[src/rtl/bcd_pkg.sv]
// Shared BCD definitions: FSM encodings and digit constants, common to the
// BCD-to-binary decoder and the binary-to-BCD encoder.
package bcd_pkg;

  typedef enum logic [1:0] {
    ST_IDLE  = 2'd0,
    ST_SHIFT = 2'd1,
    ST_DONE  = 2'd2
  } state_e;

  localparam logic [3:0] BCD_DIGIT_MAX = 4'd9;
  localparam logic [3:0] DD_THRESHOLD  = 4'd8;
  localparam logic [3:0] DD_CORRECTION = 4'd3;

  function automatic logic digit_is_bcd(input logic [3:0] digit);
    return (digit <= BCD_DIGIT_MAX);
  endfunction

endpackage

[src/rtl/bcd_to_binary_converter_if.sv]
// Request/response bundle of the BCD-to-binary converter.
interface bcd_to_binary_converter_if #(
  parameter int NUM_DIGITS = 2,
  parameter int BIN_WIDTH  = 7
);

  logic                    start;
  logic [4*NUM_DIGITS-1:0] bcd_in;
  logic                    busy;
  logic                    done;
  logic [BIN_WIDTH-1:0]    bin_out;
  logic                    error;

  modport master (
    output start,
    output bcd_in,
    input  busy,
    input  done,
    input  bin_out,
    input  error
  );

  modport slave (
    input  start,
    input  bcd_in,
    output busy,
    output done,
    output bin_out,
    output error
  );

endinterface

[src/rtl/bcd_digit_correct.sv]
// Reverse double-dabble correction for one BCD digit: subtract 3 when >= 8.
module bcd_digit_correct
  import bcd_pkg::*;
(
  input  logic [3:0] digit_i,
  output logic [3:0] digit_o
);

  // Per-digit correction, no borrow leaves the nibble
  always_comb begin
    digit_o = digit_i;
    if (digit_i >= DD_THRESHOLD) begin
      digit_o = digit_i - DD_CORRECTION;
    end else begin
      digit_o = digit_i;
    end
  end

endmodule

[src/rtl/bcd_to_binary_converter.sv]
// Sequential packed-BCD to binary decoder (reverse double-dabble, one shift
// per cycle) with start/busy/done handshake and invalid-digit flag.
module bcd_to_binary_converter
  import bcd_pkg::*;
#(
  parameter int NUM_DIGITS = 2,
  parameter int BIN_WIDTH  = 7
) (
  input  logic                     CLK_50M,
  input  logic                     RST_N,
  bcd_to_binary_converter_if.slave bus
);

  localparam int BCD_W = 4 * NUM_DIGITS;
  localparam int SR_W  = BCD_W + BIN_WIDTH;
  localparam int CNT_W = $clog2(BIN_WIDTH + 1);
  localparam logic [CNT_W-1:0] CNT_LAST = CNT_W'(BIN_WIDTH - 1);

  state_e               state_q,    state_d;
  logic [BCD_W-1:0]     bcd_sr_q,   bcd_sr_d;
  logic [BIN_WIDTH-1:0] bin_sr_q,   bin_sr_d;
  logic [CNT_W-1:0]     cnt_q,      cnt_d;
  logic                 err_flag_q, err_flag_d;
  logic                 busy_q,     busy_d;
  logic                 done_q,     done_d;
  logic [BIN_WIDTH-1:0] bin_out_q,  bin_out_d;
  logic                 error_q,    error_d;

  logic [SR_W-1:0]      shifted_s;
  logic [BCD_W-1:0]     shift_bcd_s;
  logic [BCD_W-1:0]     corr_bcd_s;
  logic [BIN_WIDTH-1:0] shift_bin_s;
  logic                 bad_digit_s;

  assign shifted_s   = {bcd_sr_q, bin_sr_q} >> 1;
  assign shift_bcd_s = shifted_s[SR_W-1:BIN_WIDTH];
  assign shift_bin_s = shifted_s[BIN_WIDTH-1:0];

  for (genvar g = 0; g < NUM_DIGITS; g++) begin : g_corr
    bcd_digit_correct u_corr (
      .digit_i (shift_bcd_s[4*g +: 4]),
      .digit_o (corr_bcd_s[4*g +: 4])
    );
  end

  // Any nibble of the request above 9 rejects the whole request
  always_comb begin
    bad_digit_s = 1'b0;
    for (int i = 0; i < NUM_DIGITS; i++) begin
      bad_digit_s = bad_digit_s | ~digit_is_bcd(bus.bcd_in[4*i +: 4]);
    end
  end

  // Next-state, datapath and output computation
  always_comb begin
    state_d    = state_q;
    bcd_sr_d   = bcd_sr_q;
    bin_sr_d   = bin_sr_q;
    cnt_d      = cnt_q;
    err_flag_d = err_flag_q;
    bin_out_d  = bin_out_q;
    error_d    = error_q;
    done_d     = 1'b0;

    case (state_q)
      ST_IDLE: begin
        if (bus.start) begin
          if (bad_digit_s) begin
            err_flag_d = 1'b1;
            state_d    = ST_DONE;
          end else begin
            err_flag_d = 1'b0;
            bcd_sr_d   = bus.bcd_in;
            bin_sr_d   = {BIN_WIDTH{1'b0}};
            cnt_d      = {CNT_W{1'b0}};
            state_d    = ST_SHIFT;
          end
        end else begin
          state_d = ST_IDLE;
        end
      end
      ST_SHIFT: begin
        bcd_sr_d = corr_bcd_s;
        bin_sr_d = shift_bin_s;
        cnt_d    = cnt_q + CNT_W'(1);
        if (cnt_q == CNT_LAST) begin
          state_d = ST_DONE;
        end else begin
          state_d = ST_SHIFT;
        end
      end
      ST_DONE: begin
        state_d = ST_IDLE;
      end
      default: begin
        state_d = ST_IDLE;
      end
    endcase

    // Results are published on the edge that enters DONE, alongside done
    if (state_d == ST_DONE) begin
      done_d    = 1'b1;
      error_d   = err_flag_d;
      bin_out_d = err_flag_d ? {BIN_WIDTH{1'b0}} : bin_sr_d;
    end else begin
      done_d    = 1'b0;
    end

    busy_d = (state_d != ST_IDLE);
  end

  // State and datapath registers
  always_ff @(posedge CLK_50M or negedge RST_N) begin
    if (!RST_N) begin
      state_q    <= ST_IDLE;
      bcd_sr_q   <= {BCD_W{1'b0}};
      bin_sr_q   <= {BIN_WIDTH{1'b0}};
      cnt_q      <= {CNT_W{1'b0}};
      err_flag_q <= 1'b0;
      busy_q     <= 1'b0;
      done_q     <= 1'b0;
      bin_out_q  <= {BIN_WIDTH{1'b0}};
      error_q    <= 1'b0;
    end else begin
      state_q    <= state_d;
      bcd_sr_q   <= bcd_sr_d;
      bin_sr_q   <= bin_sr_d;
      cnt_q      <= cnt_d;
      err_flag_q <= err_flag_d;
      busy_q     <= busy_d;
      done_q     <= done_d;
      bin_out_q  <= bin_out_d;
      error_q    <= error_d;
    end
  end

  assign bus.busy    = busy_q;
  assign bus.done    = done_q;
  assign bus.bin_out = bin_out_q;
  assign bus.error   = error_q;

endmodule

[src/flat_wrapper.sv]
// flat-port wrapper written by rule: the top's interface ports become plain ports
module bcd_to_binary_converter_flat import bcd_pkg::*;
#(
  parameter int NUM_DIGITS = 2,
  parameter int BIN_WIDTH  = 7
)
  (CLK_50M, RST_N, bus_start, bus_bcd_in, bus_busy, bus_done, bus_bin_out, bus_error);
  bcd_to_binary_converter_if #(.NUM_DIGITS(NUM_DIGITS), .BIN_WIDTH(BIN_WIDTH)) bus_i ();
  input  logic CLK_50M;
  input  logic RST_N;
  input wire logic [$bits(bus_i.start)-1:0] bus_start;
  input wire logic [$bits(bus_i.bcd_in)-1:0] bus_bcd_in;
  output wire logic [$bits(bus_i.busy)-1:0] bus_busy;
  output wire logic [$bits(bus_i.done)-1:0] bus_done;
  output wire logic [$bits(bus_i.bin_out)-1:0] bus_bin_out;
  output wire logic [$bits(bus_i.error)-1:0] bus_error;
  assign bus_i.start = bus_start;
  assign bus_i.bcd_in = bus_bcd_in;
  assign bus_busy = bus_i.busy;
  assign bus_done = bus_i.done;
  assign bus_bin_out = bus_i.bin_out;
  assign bus_error = bus_i.error;
  bcd_to_binary_converter #(.NUM_DIGITS(NUM_DIGITS), .BIN_WIDTH(BIN_WIDTH)) u_core (.CLK_50M(CLK_50M), .RST_N(RST_N), .bus(bus_i));
endmodule
[config.mk]
export PLATFORM = sky130hd
export DESIGN_NAME = bcd_to_binary_converter_flat
export DESIGN_NICKNAME = d
export VERILOG_FILES = /design/src/rtl/bcd_pkg.sv /design/src/rtl/bcd_to_binary_converter_if.sv /design/src/rtl/bcd_digit_correct.sv /design/src/rtl/bcd_to_binary_converter.sv /design/src/flat_wrapper.sv
export SDC_FILE = /design/constraint.sdc
export NUM_CORES = 1
export LEC_CHECK = 0
export ABC_AREA = 1
export BUFFER_PORTS_ARGS = -buffer_cell sky130_fd_sc_hd__buf_2
export CAP_MARGIN = 10
export CELL_PAD_IN_SITES_DETAIL_PLACEMENT = 2
export CELL_PAD_IN_SITES_GLOBAL_PLACEMENT = 2
export CORE_MARGIN = 1
export CORE_UTILIZATION = 35
export DETAILED_ROUTE_END_ITERATION = 8
export PLACE_DENSITY = 0.84
export SYNTH_ARGS = -nofsm -noshare
export SYNTH_HDL_FRONTEND = slang
export SYNTH_HIERARCHICAL = 1
export SYNTH_SLANG_ARGS = --single-unit
[constraint.sdc]
create_clock -name CLK_50M -period 1.95 [get_ports CLK_50M]
set_input_delay 0.0975 -clock CLK_50M [delete_from_list [all_inputs] [get_ports CLK_50M]]
set_output_delay 0.0975 -clock CLK_50M [all_outputs]
set_load 0.05 [all_outputs]
-- After elaboration in Yosys (flattened, before gate mapping)
Index checks and enable logic that the tools add are counted.
- $add $sub $neg: 3
- magnitude comparators: 4
- equality and inequality tests: 5
- muxes and demuxes: 20
- bitwise operators: 3
- reduce and logical (&&, ||, !) cells: 4
- operators with widths (operator ; number):
    7-bit two-way mux ; 3
    8-bit two-way mux ; 2
    8-bit case mux with 2 select lines ; 1
    7-bit case mux with 2 select lines ; 1
    4-bit less-or-equal comparator, second input constant ; 2
    4-bit two-way mux ; 2
    2-bit two-way mux ; 3
    3-bit two-way mux ; 2
    3-bit case mux with 2 select lines ; 1
    3-bit by 4-bit greater-or-equal comparator with 1-bit output, second input constant ; 1
    4-bit greater-or-equal comparator, second input constant ; 1
    1-bit two-way mux ; 4
    2-bit != test, second input constant ; 2
    2-bit case mux with 2 select lines ; 1
    2-bit nonzero test ; 2
    3-bit by 2-bit subtractor with 4-bit output, second input constant ; 1
    4-bit by 2-bit subtractor with 4-bit output, second input constant ; 1
    3-bit by 1-bit adder with 3-bit output, second input constant ; 1
    3-bit == test, second input constant ; 1
    3-bit AND reduction ; 1
    2-bit by 1-bit == test with 1-bit output, second input constant ; 1
    2-bit == test, second input constant ; 1
    2-bit logical NOT ; 1
    1-bit NOT ; 2
    1-bit bitwise OR ; 1
- bits in registers: 31

-- Longest topological paths before layout
Gate-level depths: netlist of the first run.
- word-level depth: 8
- mapped depth: 10

-- Modules after synthesis
Netlist of the first run, hierarchy kept.
- by module, submodules not included (module ; instances ; cells an instance ; area each (µm²)):
    bcd_to_binary_converter ; 1 ; 159 ; 1361.3
    bcd_digit_correct ; 2 ; 16 ; 88.8

-- Worst setup path after synthesis of the first run
No wires, ideal clock.
- path type: flip-flop to flip-flop
- start point: reg u_core.state_q[1]
- end point: reg u_core.bcd_sr_q[0]
- setup time: 0.124 ns
- data arrival time: 1.105 ns
- data required time: 1.826 ns
- slack: 0.721 ns
- cell stages (with the launch flop): 7
- period minus slack after synthesis: 1.229 ns
- cells stage by stage: dfrtp_1 > nor2_4 > inv_2 > buf_6 > or2_0 > o211ai_1 > nand2_1
- longest elaborated chain between the ends: 3
- elaborated cells on any way between the ends: 7
- classes of those cells: eq/ne: 3; mux: 1; reduce/logical: 3
- ends and longest elaborated chain (item ; line ; text):
    from (decl) ; bcd_to_binary_converter.sv:19 ; state_e state_q, state_d;
    from (signal assigned) ; bcd_to_binary_converter.sv:125 ; state_q <= state_d;
    2-bit logical NOT / 2-bit by 1-bit == test with 1-bit output (equally long branches) ; bcd_to_binary_converter.sv:65 ; case (state_q)
    2-bit != test (no line) / 2-bit nonzero test (equally long branches) ; n/a ;
    3-bit AND reduction (no line) ; n/a ;
    to (signal assigned) ; bcd_to_binary_converter.sv:116 ; bcd_sr_q <= {BCD_W{1'b0}};
    to (signal assigned) ; bcd_to_binary_converter.sv:126 ; bcd_sr_q <= bcd_sr_d;
    to (decl) ; bcd_to_binary_converter.sv:20 ; logic [BCD_W-1:0] bcd_sr_q, bcd_sr_d;
Several ways; a longest one is shown, not always the timed one.
A chain may end at the register's enable or synchronous reset.

-- Final worst setup path of the first run
- start point: reg u_core.state_q[1]
- end point: reg u_core.bcd_sr_q[7]
The elaborated chain is that of the path after synthesis.

==> results.md, run 1 <==
Pwr:
- The share of total power dissipated in sequential elements is a little under two fifths.
- Of the total power, the share spent switching nets is ~42%.
- The total power of the final layout is approximately 2800 µW.
- IR analysis of the VDD net gives a maximum drop of roughly 0.55 mV.
- The analysis attributes to net switching a power of ~1200 µW.
- The clock network power share is 24.1%.
- Combinational logic burns between 30% and 40% of the power.
- The standby leakage power is 0.00104 µW.
- The total power per unit cell area is about 1500 nW/µm².
- The internal power of the cells totals 1600 µW.

Synthesis:
- Synthesis produced a netlist whose cell count is between 150 and 200.
- The post-synthesis sequential area ratio is 50.4%.
- The number of distinct library cell variants in the gate-level netlist after synthesis is 25.
- The most used flip-flop cell after synthesis is sky130_fd_sc_hd__dfrtp_1.
- After synthesis the netlist holds a flip-flop and latch count of 31.
- The commonest cells after synthesis are 94 x sky130_fd_sc_hd__nand2_1, 31 x sky130_fd_sc_hd__dfrtp_1, 13 x sky130_fd_sc_hd__inv_1.
- The leading area contributor after synthesis is sky130_fd_sc_hd__dfrtp_1.
- The post-synthesis cell area is roughly 1500 µm².
- The share of synthesized area in the top cell type comes to between 50% and 60%.
- The number of enable flip-flop cells after synthesis is 0.
- The proportion of synthesized flip-flops having asynchronous set or reset is 100%.
- The Yosys step of the flow raised 6 warnings.
- Each instance of the synthesized netlist takes up on average between 8 and 9 µm².
- Sorting the synthesized cells by area gives the leading types as sky130_fd_sc_hd__dfrtp_1 50%, sky130_fd_sc_hd__nand2_1 23%, sky130_fd_sc_hd__ha_1 4.9%.
- The most common cell in the netlist is sky130_fd_sc_hd__nand2_1.

STA:
- Setup repair after global routing left no endpoint under its margin.
- Between clock sinks in the finished design, the worst skew comes to 5.32 ps.
- Measured against its own limit, the worst slew margin works out to a little over half.
- The final count of hold timing violations came to 0.
- The worst path needs approximately 1600 ps of the cycle, external delays included.
- After routing, the total negative slack on setup checks comes to 0 ps.
- The final-report max-slew violation count came to 0.
- The number of failing setup endpoints in the final timing report is 0.
- The maximum clock frequency is 0.636 GHz.
- The slew of the pin with the lowest slew margin is just over 700 ps.
- Dividing the final minimum period by the clock period gives between 80% and 90%.
- The worst path setup slack after routing is 378 ps.

Setup path:
- The stage delay of the slowest cell on the critical path is 420 ps.
- For the worst setup path, the data arrival time is approximately 1700 ps.
- By instance count, the cell type seen most on the critical path is sky130_fd_sc_hd__nand2_1.
- The critical path required time is between 2000 and 2500 ps.
- Along the worst path, the maximum fanout reaches 10.
- By startpoint and endpoint, the worst setup path is classified as reg2reg.
- The library cell contributing the largest single delay on the critical path is sky130_fd_sc_hd__dfrtp_1.
- The worst setup path is captured at a register.
- The register-to-register setup slack is between 300 and 400 ps.
- The category of the worst setup path launch point is a register.
- Traced cell by cell, the critical path runs through nor2_1 > nand3_2 > nand2_2 > inv_2 > nand2_1 > nand2_1.
- Measured in cells, the most critical reg-to-reg path has a length of 6.

Flow run:
- The number of maximum-capacitance constraint violations is 0.

Worst hold path:
- The classification of the worst-slack hold path is in2reg.
- The worst hold path passes through 3 cells.

CTS:
- The H-tree was split into 2 levels.
- The longest clock path from root to sink contains 2 buffers.
- Clock tree synthesis found a total of 31 sinks.
- The number of gates resized after CTS is 0.
- TritonCTS built the clock tree.
- The cell sitting at the root of the clock tree is a sky130_fd_sc_hd__clkbuf_8.
- After clock tree synthesis, the clock-pin slew on the worst setup and hold paths is ~70 ps.
- The total clock buffers created by CTS is 5.
- The post-cts hold buffer count is 1.
- The total setup buffers inserted after CTS is 0.
- The insertion delay of the later-clocked pin in the worst-skew pair is 290 ps.

Route:
- The routed layout has 1339 vias.
- Summed over all layers, the routed wires come to ~4.4 mm.
- The pre-antenna-repair detailed-routing pass consisted of 3 iterations.
- In the final routed layout, each cell accounts on average for around 16 µm.
- The detail route stage leaves a number of antenna-violating nets equal to 0.
- The residual DRC count is 0.
- The starting DRC count in detailed routing is 22.
- The via count normalized by instance count is approximately 4.9.

Global route:
- The via count of the first global-routing pass is approximately 1500.
- Summed over all layers, the global routing overflow is 0.
- Entering global routing, the biggest net connects 32 pins.
- The combined global-route utilization of all metal layers is 22.1%.
- The wire length of the first global-routing pass is 7.22 mm.
- The number of antenna violations at the first check in global routing was 0.

Final layout:
- The final net count is around 240.
- The post-route netlist has between 10% and 20% of its cells at a drive strength greater than 1.
- The number of filler instances in the final layout is approximately 500.
- The repair_antennas step left the layout with diodes totalling 0.
- The finished cells cover roughly 1800 µm².
- From synthesis to final layout, the design area changed by 18.8%.

Die:
- The height of the die is 68.3 µm.
- The die covers ~4700 µm².
- The overall die width is 68.3 µm.
- Once the floorplan was initialized, standard cells occupied approximately 37% of the core.
- Row generation in the floorplan step produced 23 rows.
- The core footprint is 4120 µm².
- In this run the count of I/O pins placed on the die edge is 21.

Status:
- The run finished with clean final reports.

Place:
- The weighted congestion reported at the end of routability-driven placement is 0.700.
- The worst slack after detailed placement is between 400 and 500 ps.
- In this run the cell area measured after placement is between 1500 and 2000 µm².
- The total half-perimeter wirelength after legalization and detailed placement is 3.02 mm.
- The count of buffers inserted at the top-level ports is 20.
## power by group through the flow
stage / clock network (µW) / logic (µW) / registers, µW
6_report: 668 / 1050 / 1050
5_1_grt: 697 / 1200 / 1080
4_1_cts: 672 / 1080 / 1050
3_5_place_dp: 0 / 1030 / 1060
3_3_place_gp: 0 / 942 / 1030
2_1_floorplan: 0 / 713 / 1080
## state kept, by name, indices dropped and copies added, names as in the netlist
signal,count
u_core/bus.bin_out,7
u_core/bin_sr_q,7
u_core/bus.done,1
u_core/err_flag_q,1
u_core/bcd_sr_q,8
u_core/bus.error,1
u_core/bus.busy,1
u_core/cnt_q,3
u_core/state_q,2
## kinds of logic after synthesis
kind of cell    count (synthesis)  synth area share (%)
flops                          31                  50.4
buf+inv                        21                  6.26
fa+ha+maj                       6                  4.88
simple gates                  115                  31.1
xor+xnor                        3                  1.71
compound gates                 14                  5.45
other cells                     1                 0.244
## path summary, 6_finish.rpt
path | end | from
setup / recovery | u_core/bcd_sr_q[7]$_DFFE_PN0P_ | u_core/state_q[1]$_DFF_PN0_
hold / removal | u_core/bcd_sr_q[4]$_DFFE_PN0P_ | bus_bcd_in[4]
setup reg to reg | u_core/bcd_sr_q[7]$_DFFE_PN0P_ | u_core/state_q[1]$_DFF_PN0_
hold reg to reg | u_core/bus.bin_out[4]$_DFFE_PN0N_ | u_core/bus.bin_out[4]$_DFFE_PN0N_
max in group asynchronous | u_core/bus.bin_out[6]$_DFFE_PN0N_ | RST_N
min in group asynchronous | u_core/err_flag_q$_DFF_PN0_ | RST_N
## worst max-delay path, delay by kind of cell (launching register included)
kind	cells	cell delay (ps)
buf+inv	1	140
simple gates	5	890
flops	1	420
## through the flow
step / hold WS (ps) / utilization [%] / cells
2_1_floorplan: -198 / - / 196
3_3_place_gp: 180 / 41.3 / 264
3_5_place_dp: 197 / 41.3 / 264
4_1_cts: 95.3 / 44.4 / 273
5_1_grt: 109 / 44.4 / 273
6_report: 93.9 / 44.4 / 273
## layer usage
layer | share of wire (%) | global-route usage [%] | up-vias
met4 | 2.2 | 9.11 | 0
li1 | - | - | 639
met3 | 2.8 | 4.83 | 11
met5 | 0 | 0 | -
met1 | 41 | 24.3 | 668
met2 | 54 | 40.3 | 21
## cell type report
cell class / count / area, µm² / share of cell area (%)
clock inverters: 2 / 35.0 / 1.92
inverters: 18 / 68.8 / 3.76
well taps: 50 / 62.6 / 3.42
repair buffers: 22 / 118 / 6.43
multi-input cells: 144 / 686 / 37.5
clock buffers: 6 / 82.6 / 4.52
flip-flops and latches: 31 / 776 / 42.4
## layout by cell type (no fill, tap or decap), types with 2 or more instances in the layout
cell,count
sky130_fd_sc_hd__dfrtp_1,31
sky130_fd_sc_hd__nand2_1,94
sky130_fd_sc_hd__nand2_2,2
sky130_fd_sc_hd__clkinv_2,2
sky130_fd_sc_hd__conb_1,6
sky130_fd_sc_hd__clkbuf_8,6
sky130_fd_sc_hd__a21boi_1,2
sky130_fd_sc_hd__buf_2,20
sky130_fd_sc_hd__or2_0,2
sky130_fd_sc_hd__nand3_2,2
sky130_fd_sc_hd__nor2_1,3
sky130_fd_sc_hd__xor2_1,2
sky130_fd_sc_hd__ha_1,6
sky130_fd_sc_hd__o21ai_1,5
sky130_fd_sc_hd__inv_2,3
sky130_fd_sc_hd__inv_1,13
sky130_fd_sc_hd__o211ai_1,2
sky130_fd_sc_hd__o21ai_0,4
sky130_fd_sc_hd__nand3_1,9
(Power assumes the default switching activity.)
==> run 2, diff against run 1 <==
Settings changed: CORE_UTILIZATION 35 to 30, PLACE_DENSITY 0.84 to 0.76.
Clock period 1.95 ns to 1.4 ns, I/O delays scaled along.
==> results.md, run 2 (synthesis results as in run 1) <==
Global route:
- The combined global-route utilization of all metal layers is around 19%.
- The number of antenna violations at the first check in global routing is 0.
- For met1 alone, demand over resource in global routing was ~23%.
- Global routing finished with a remaining overflow of 0.
- The first global-routing pass estimated 7.17 mm of wire.
- Entering global routing, the biggest net connects 32 pins.
- For this run, global-route usage on met3 was measured as 4.94%.
- The via count of the first global-routing pass is around 1500.
- The global routing stage identified its most utilized layer as met2.
- In the global route stage, met2 resource usage came out at 31.4%.

Setup path:
- In this run the worst path has a maximum fanout of 8.
- Traced cell by cell, the critical path runs through nor2_4 > nand3_4 > nand2_2 > buf_4 > o211ai_1 > nand2_1.
- The worst flop-to-flop path startpoint is u_core/state_q[1]$_DFF_PN0_.
- STA classifies the critical path endpoint as a register.
- The most critical setup path has its startpoint at u_core/state_q[1]$_DFF_PN0_.
- The count of cell instances traversed by the critical path is 6.
- The worst register-to-register path has a setup slack of 90 ps.
- The cell family contributing the most delay on the critical path is simple AND/OR/NAND/NOR gates.
- The depth of the worst register-to-register path is 6.
- The setup path with the least slack is of type reg2reg.
- The endpoint identified for the worst register-to-register timing path is u_core/bcd_sr_q[4]$_DFFE_PN0P_.
- The most critical setup path has its endpoint at u_core/bcd_sr_q[4]$_DFFE_PN0P_.
- The number of buffers and inverters on the critical path is 1.
- The worst setup path is launched from a register.
- The arrival time of data at the critical path endpoint is between 1500 and 2000 ps.
- The critical path required time is between 1500 and 2000 ps.
- In this design, the stage delay of the slowest critical-path cell is around 450 ps.
- The library cell contributing the largest single delay on the critical path is sky130_fd_sc_hd__dfrtp_2.

Route:
- The total wire length after detailed routing is 4.37 mm.
- The count of vias placed by the detailed router is between 1000 and 1500.
- The via count normalized by instance count is between 4 and 5.
- The residual DRC count is 0.
- The detailed-routing iteration count for the pre-antenna-repair pass is 4.
- Dividing the detail-routed wire length by the instance count gives 14.7 µm.
- For this block, the initial DRC count from the detailed router was between 40 and 50.
- The count of nets left with antenna violations once routing finished came out at 0.

CTS:
- The later pin in the worst-skew pair is clocked with a latency of 290 ps.
- The clock passes through at most 2 buffers.
- In this run the number of H-tree levels came out at 2.
- The clock root buffer is sky130_fd_sc_hd__clkbuf_8.
- Counting every sink on the clock net gives 31.
- TritonCTS built the clock tree.
- The total clock buffers created by CTS is 5.
- The clock slew at the register clock pins of the worst setup and hold paths is around 70 ps.

STA:
- Across the routed clock network, the largest skew measured is between 4 and 5 ps.
- The shortest period the worst path allows is roughly 1300 ps.
- The post-route fraction of the period consumed by the critical path is 93.8%.
- Setup repair after global routing left no endpoint under its margin.
- The tightest hold path in the finished design has a slack of 61.3 ps.
- For this run, the top clock speed supported by timing is about 0.76 GHz.
- The number of failing setup endpoints in the final timing report is 0.
- The final-report max-slew violation count is 0.
- The final count of hold timing violations is 0.

Final layout:
- The number of diodes is 0.
- In the final design database the tool counted 247 nets.
- The leading cell type in the layout, fill and taps excluded is sky130_fd_sc_hd__nand2_1.
- The growth of design area from synthesis to finish is 27.5%.
- In the layout the commonest cells are 92 x sky130_fd_sc_hd__nand2_1, 29 x sky130_fd_sc_hd__dfrtp_1, 20 x sky130_fd_sc_hd__buf_2.
- The fraction of the core area covered by cells at the end of the flow is 40.7%.
- The fraction of layout cells with a size suffix above 1 is about a quarter.
- The number of flip-flops in the largest register is 8.
- More flip-flops sit in one register than any other, and that register is u_core/bcd_sr_q.
- Counting the fill cells in the layout gives just under 600.

Die:
- The die is roughly 74 µm wide.
- The die covers about 5400 µm².
- The core footprint is 4820 µm².
- The initial core utilization is a little under a third.
- The floorplan has 25 rows.
- The die is between 70 and 80 µm tall.
- Pin placement for this block handled 21 I/O pins.

Place:
- The weighted congestion reported at the end of routability-driven placement is about 0.7.
- The count of buffers added on input and output ports is 20.
- The total half-perimeter wirelength after legalization and detailed placement is approximately 3 mm.

Status:
- The run finished with clean final reports.

Pwr:
- The maximum VDD drop is ~0.86 mV.
- Summing internal, switching and leakage power gives about 4000 µW.
- The standby leakage power is between 0.001 and 0.0015 µW.
- Power spread over the standard cell area amounts to between 2000 and 2500 nW/µm².

Flow run:
- The number of maximum-capacitance constraint violations is 0.

Worst hold path:
- The classification of the worst-slack hold path is in2reg.
## run 2: how the worst min path moves through the flow
stage / start / endpoint / slack [ps] / depth (start not counted)
2_1_floorplan: RST_N / u_core/bcd_sr_q[0]$_DFFE_PN0P_ / -230 / 0
3_3_place_gp: RST_N / u_core/bus.bin_out[1]$_DFFE_PN0N_ / 110 / 2
3_5_place_dp: RST_N / u_core/bus.bin_out[0]$_DFFE_PN0N_ / 120 / 2
4_1_cts: bus_bcd_in[4] / u_core/bcd_sr_q[4]$_DFFE_PN0P_ / 50 / 3
5_1_grt: bus_bcd_in[0] / u_core/bcd_sr_q[0]$_DFFE_PN0P_ / 70 / 3
6_report: bus_bcd_in[4] / u_core/bcd_sr_q[4]$_DFFE_PN0P_ / 60 / 3
## run 2: routing by layer
layer / part of all wire [%] / wire [µm] / vias up
li1: - / - / 655
met1: 45 / 1950 / 688
met2: 52 / 2280 / 15
met3: 2.2 / 96 / 4
met4: 1.2 / 51 / 0
met5: 0 / 0 / -
## run 2: layout make-up
| type | count | area [µm²] | area share (%) |
|---|---|---|---|
| flip-flops and latches | 31 | 778 | 39.7 |
| multi-input cells | 144 | 726 | 37.0 |
| repair buffers | 30 | 181 | 9.25 |
| well taps | 67 | 83.8 | 4.27 |
| clock buffers | 6 | 82.6 | 4.21 |
| inverters | 18 | 75.1 | 3.83 |
| clock inverters | 2 | 35.0 | 1.79 |
## run 2: power by group
| part | switching (µW) | internal [µW] | leakage (µW) |
|---|---|---|---|
| Clock | 359 | 576 | 0.0000612 |
| Combinational | 1070 | 593 | 0.000626 |
| Sequential | 256 | 1210 | 0.000399 |
## run 2: worst min-delay path, delay by kind of cell
kind,cells,cell delay [ps]
buffers and inverters,1,80
AND/OR/NAND/NOR,1,60
AO/OA/AOI/OAI,1,100
## run 2: stage by stage
stage	instances	TNS [ps]	setup slack (ps)	instance area [µm²]
after floorplan	196	0	171	1560
after global placement	287	-84.1	-18.3	1770
after detailed placement	287	-385	-66.5	1770
after CTS	296	-10.9	-10.9	1910
after global routing	298	0	3.69	1960
final	298	0	87.3	1960
## run 2: repair_timing
item | 4_1_cts | 5_1_grt
pin swaps | 1 | 1
hold endpoints to repair | 31 | 0
setup endpoints to repair | 19 | 20
hold buffers | 1 | 0
resized for setup | 4 | 13
buffers inserted | 0 | 2
